`src/rtl/gpio_in_event.sv`:
```
// gpio_in_event: synchronize, debounce and edge-detect GPIO pin samples into sticky status and a level irq.
// Latency: gpio_val/status move STABLE ticks after sync2 changes, irq one clock later; no backpressure.
module gpio_in_event #(
   parameter int WIDTH  = 32,
   parameter int STABLE = 2,
   parameter int DIV_W  = 16
) (
   input  logic             clk,
   input  logic             reset_n,
   input  logic [WIDTH-1:0] gpio_in,
   input  logic [DIV_W-1:0] sample_div,
   input  logic [WIDTH-1:0] rise_en,
   input  logic [WIDTH-1:0] fall_en,
   input  logic [WIDTH-1:0] status_clr,
   output logic [WIDTH-1:0] gpio_val,
   output logic [WIDTH-1:0] status,
   output logic             irq
);

   localparam logic [1:0]       CNT_LAST = 2'(STABLE - 1);
   localparam logic [DIV_W-1:0] DIV_ONE  = DIV_W'(1);

   logic [WIDTH-1:0] sync1;
   logic [WIDTH-1:0] sync2;
   logic [DIV_W-1:0] div_cnt;
   logic             primed;
   logic             tick;
   logic [1:0]       cnt     [WIDTH];
   logic [1:0]       cnt_nxt [WIDTH];
   logic [WIDTH-1:0] val_nxt;
   logic [WIDTH-1:0] evt;
   logic [WIDTH-1:0] status_nxt;

   // >= rather than == so lowering sample_div below the running count ticks at once.
   assign tick = (div_cnt >= sample_div);

   always_comb begin
      val_nxt = gpio_val;
      for (int i = 0; i < WIDTH; i++) begin
         cnt_nxt[i] = cnt[i];
         if (tick) begin
            if (!primed) begin
               val_nxt[i] = sync2[i];
               cnt_nxt[i] = 2'd0;
            end else if (sync2[i] == gpio_val[i]) begin
               cnt_nxt[i] = 2'd0;
            end else if (cnt[i] == CNT_LAST) begin
               val_nxt[i] = sync2[i];
               cnt_nxt[i] = 2'd0;
            end else begin
               cnt_nxt[i] = cnt[i] + 2'd1;
            end
         end
      end
   end

   // The priming load is not an edge: pins held high through reset must not raise events.
   assign evt        = primed ? ((val_nxt & ~gpio_val & rise_en) | (~val_nxt & gpio_val & fall_en))
                              : '0;
   assign status_nxt = (status & ~status_clr) | evt;

   always_ff @(posedge clk) begin
      if (!reset_n) begin
         sync1    <= '0;
         sync2    <= '0;
         div_cnt  <= '0;
         primed   <= 1'b0;
         gpio_val <= '0;
         status   <= '0;
         irq      <= 1'b0;
         for (int i = 0; i < WIDTH; i++) cnt[i] <= 2'd0;
      end else begin
         sync1    <= gpio_in;
         sync2    <= sync1;
         div_cnt  <= tick ? '0 : div_cnt + DIV_ONE;
         if (tick) primed <= 1'b1;
         gpio_val <= val_nxt;
         status   <= status_nxt;
         irq      <= |status;
         for (int i = 0; i < WIDTH; i++) cnt[i] <= cnt_nxt[i];
      end
   end

endmodule
```
`config.mk`:
```
export PLATFORM = sky130hd
export DESIGN_NAME = gpio_in_event
export DESIGN_NICKNAME = d
export VERILOG_FILES = /design/src/rtl/gpio_in_event.sv
export SDC_FILE = /design/constraint.sdc
export NUM_CORES = 1
export LEC_CHECK = 0
export ABC_AREA = 1
export ABC_CLOCK_PERIOD_IN_PS = 1950
export BUFFER_PORTS_ARGS = -buffer_cell sky130_fd_sc_hd__clkbuf_2
export CAP_MARGIN = 20
export CORE_ASPECT_RATIO = 1.75
export CORE_MARGIN = 2
export CORE_UTILIZATION = 25
export CTS_BUF_LIST = sky130_fd_sc_hd__clkbuf_8
export CTS_CLUSTER_DIAMETER = 100
export CTS_CLUSTER_SIZE = 40
export DETAILED_ROUTE_END_ITERATION = 16
export GPL_TIMING_DRIVEN = 0
export MAX_ROUTING_LAYER = met4
export PLACE_DENSITY = 0.45
export SYNTH_ARGS = -nofsm -noshare
export SYNTH_HDL_FRONTEND = slang
export SYNTH_SLANG_ARGS = --single-unit
```
`constraint.sdc`:
```
create_clock -name clk -period 1.95 [get_ports clk]
set_input_delay 0.0975 -clock clk [delete_from_list [all_inputs] [get_ports clk]]
set_output_delay 0.0975 -clock clk [all_outputs]
set_load 0.01 [all_outputs]
```
==> metrics.yaml <==
crit_type: "reg -> reg"
skew_ps: 51.02
drive_gt1_share_pct: 22.04
fmax_mhz: 497.6
synth_cell_types: 30
ant_nets: 0
mappedNetlistArea_mm2: 0.009539
wl_per_cell_um: 16.04
area_growth_pct: 39.43
cp-end-kind: "flop"
layout_common_cells: "nand2_1 (278), inv_1 (257), clkbuf_2 (209)"
postLayoutCoreUtil_pct: 35.34
rsz0062_at_grt: "true"
dr.pass1.iters: 5
cts_max_path_buffers: 3
synth_fp_nets: 1471
grt_pass1_wl_um: 50830
place_congestion: 0.7992
worstPathRequired_ps: 2420
tritoncts: "built"
nNetsFinal: 1829
grt_max_degree: 41
clock_latency_ps: 570
synth_cells: 1308
remaining_drc_errors: 0
viasPerCell: 4.362
drtIter0Drc: 384
vdd_ir_drop_max_mv: 0.4303
io_buffer_count: 209
clock_sinks: 210
synth_area_per_cell_um2: 7.293
grt.total_usage_pct: 17.29
worst_pin_slew_ps: 961.5
status: "complete, but fails checks"
leakagePower_nw: 5.967
violations: "setup timing"
hold_violations: 0
async_flop_share_pct: 0
synth_flop_cell: "dfxtp_1"
seq_area_frac_synth_pct: 44.07
drv_cap: 0
numCtsBuffers: 10
hold_path.class: "in -> reg"
fin_ws_ps: -59.77
dr_total_vias: 9387
setup_viol: 72
period_minus_slack_ps: 2010
crit_fanout: 10
power.density_mw_per_mm2: 557.3
core_mm2: 0.03764
yosys_warnings: 0
setup_tns_ps: -1819
cp_slowest_cell: "dfxtp_2"
fp-row-count: 94
relSlewSlack_pct: 35.90
ys_ff_latch: 210
cts_root_buf: "clkbuf_8"
synth-edff-count: 0
routed_wl_um: 34520
antenna_found_initial: 2
post-route-period-util_pct: 103.1
start_util_pct: 25.35
final_max_slew_viol_count: 0
die-area_mm2: 0.03980
die_w_um: 151.7
path_clk_slew_ps: 210
crit_path_max_incr_delay_ps: 390
dp_hpwl_um: 25250
final_common_cell: "nand2_1"
ctsHtreeMaxLevel: 1
startpoint_type: "flop"
chipHeight_um: 262.4
path_cells: "ha_4 -> nand4_1 -> nor3_2 -> nand2_4 -> nand2_8 -> buf_12 -> buf_6 -> nor2_2 -> a211oi_2"
io_pins: 211
grt_pass1_vias: 9257
arrival_ps: 2480
grt.overflow.total: 0
report_power, final:
group | leakage [nW] | total [mW] | switching [mW] | internal (mW)
sequential | 1.71 | 4.39 | 0.0297 | 4.36
combinational | 4.12 | 0.678 | 0.328 | 0.350
clock | 0.129 | 2.34 | 1.59 | 0.753
Yosys cell counts (14+ instances only):
library cell  number  area, um^2
nand2_1          284        1066
inv_1            259       972.2
dfxtp_1          210        4204
nor2_1           130       488.0
a21oi_1           95       475.5
o21ai_0           78       390.4
nand4_1           39       244.0
nand3b_1          35       262.8
a211oi_2          32       400.4
nor3_1            26       130.1
a211oi_1          19       142.6
ha_1              17       212.7
clkbuf_1          14       52.55
cells by family (layout without fill, tap and decap cells):
kind of cell,after synthesis,after routing,share of synthesized area (%)
compound gates,230,230,15.14
xor+xnor,6,6,0.5509
fa+ha+maj,17,17,2.230
buf+inv,313,674,13.80
flops,210,210,44.07
other cells,0,2,0
simple gates,532,533,24.21
flip-flops by register name, summed over array words and instances, names as in the netlist:
signal / cells
cnt: 64
div_cnt: 16
gpio_val: 32
irq: 1
primed: 1
status: 32
sync1: 32
sync2: 32
per-stage QoR:
| stage | total power, mW | setup WS (ps) | hold WS [ps] | cell area [um^2] | instances |
|---|---|---|---|---|---|
| floorplan | 4.680 | 258.7 | 195.1 | 9539 | 1308 |
| global route | 7.736 | -189.3 | 6.984 | 13300 | 2152 |
| global placement | 4.945 | -353.0 | 282.2 | 11190 | 1997 |
| detailed placement | 4.949 | -229.6 | 285.9 | 11190 | 1998 |
| finish | 7.412 | -59.77 | 28.91 | 13300 | 2152 |
| CTS | 7.520 | -78.19 | 5.235 | 13000 | 2144 |
critical path, delay by kind of cell (launching register included):
| kind | cells | cell delay, ps |
|---|---|---|
| fa+ha+maj | 1 | 270 |
| compound gates | 1 | 130 |
| simple gates | 5 | 790 |
| flops | 1 | 390 |
| buf+inv | 2 | 330 |
final cells by class:
class                   instances  area, um^2
fillers                      4067       24340
well taps                     480       600.6
multi-input cells             786        4283
clock inverters                 5       112.6
inverters                     262       991.0
repair buffers                345        2457
diodes                          2       5.005
plain buffers                  51       460.4
flip-flops and latches        210        4239
clock buffers                  11       151.4
what timing repair did:
action                     4_1_cts  5_1_grt
pin swaps                        1       12
cloned                           2        3
setup endpoints to repair      134      141
buffers inserted                 5        3
hold buffers                   123        0
hold endpoints to repair        70        0
gates resized for setup         63       49
metal layers:
metal	part of all wire [%]	up-vias	global-route usage, %
met1	39	4315	18.10
met4	2.4	0	4.830
met2	56	192	33.59
li1	-	4840	-
met5	0	-	-
met3	3.0	40	1.354
worst paths after layout:
path,cells after the start,startpoint,to,slack (ps)
min reg2reg,2,sync1[24],sync2[24],410
min,6,fall_en[17],status[17],30
max reg2reg,9,div_cnt[9],gpio_val[10],-60
max,9,div_cnt[9],gpio_val[10],-60
Note: power is estimated with default switching activity, not from simulation.
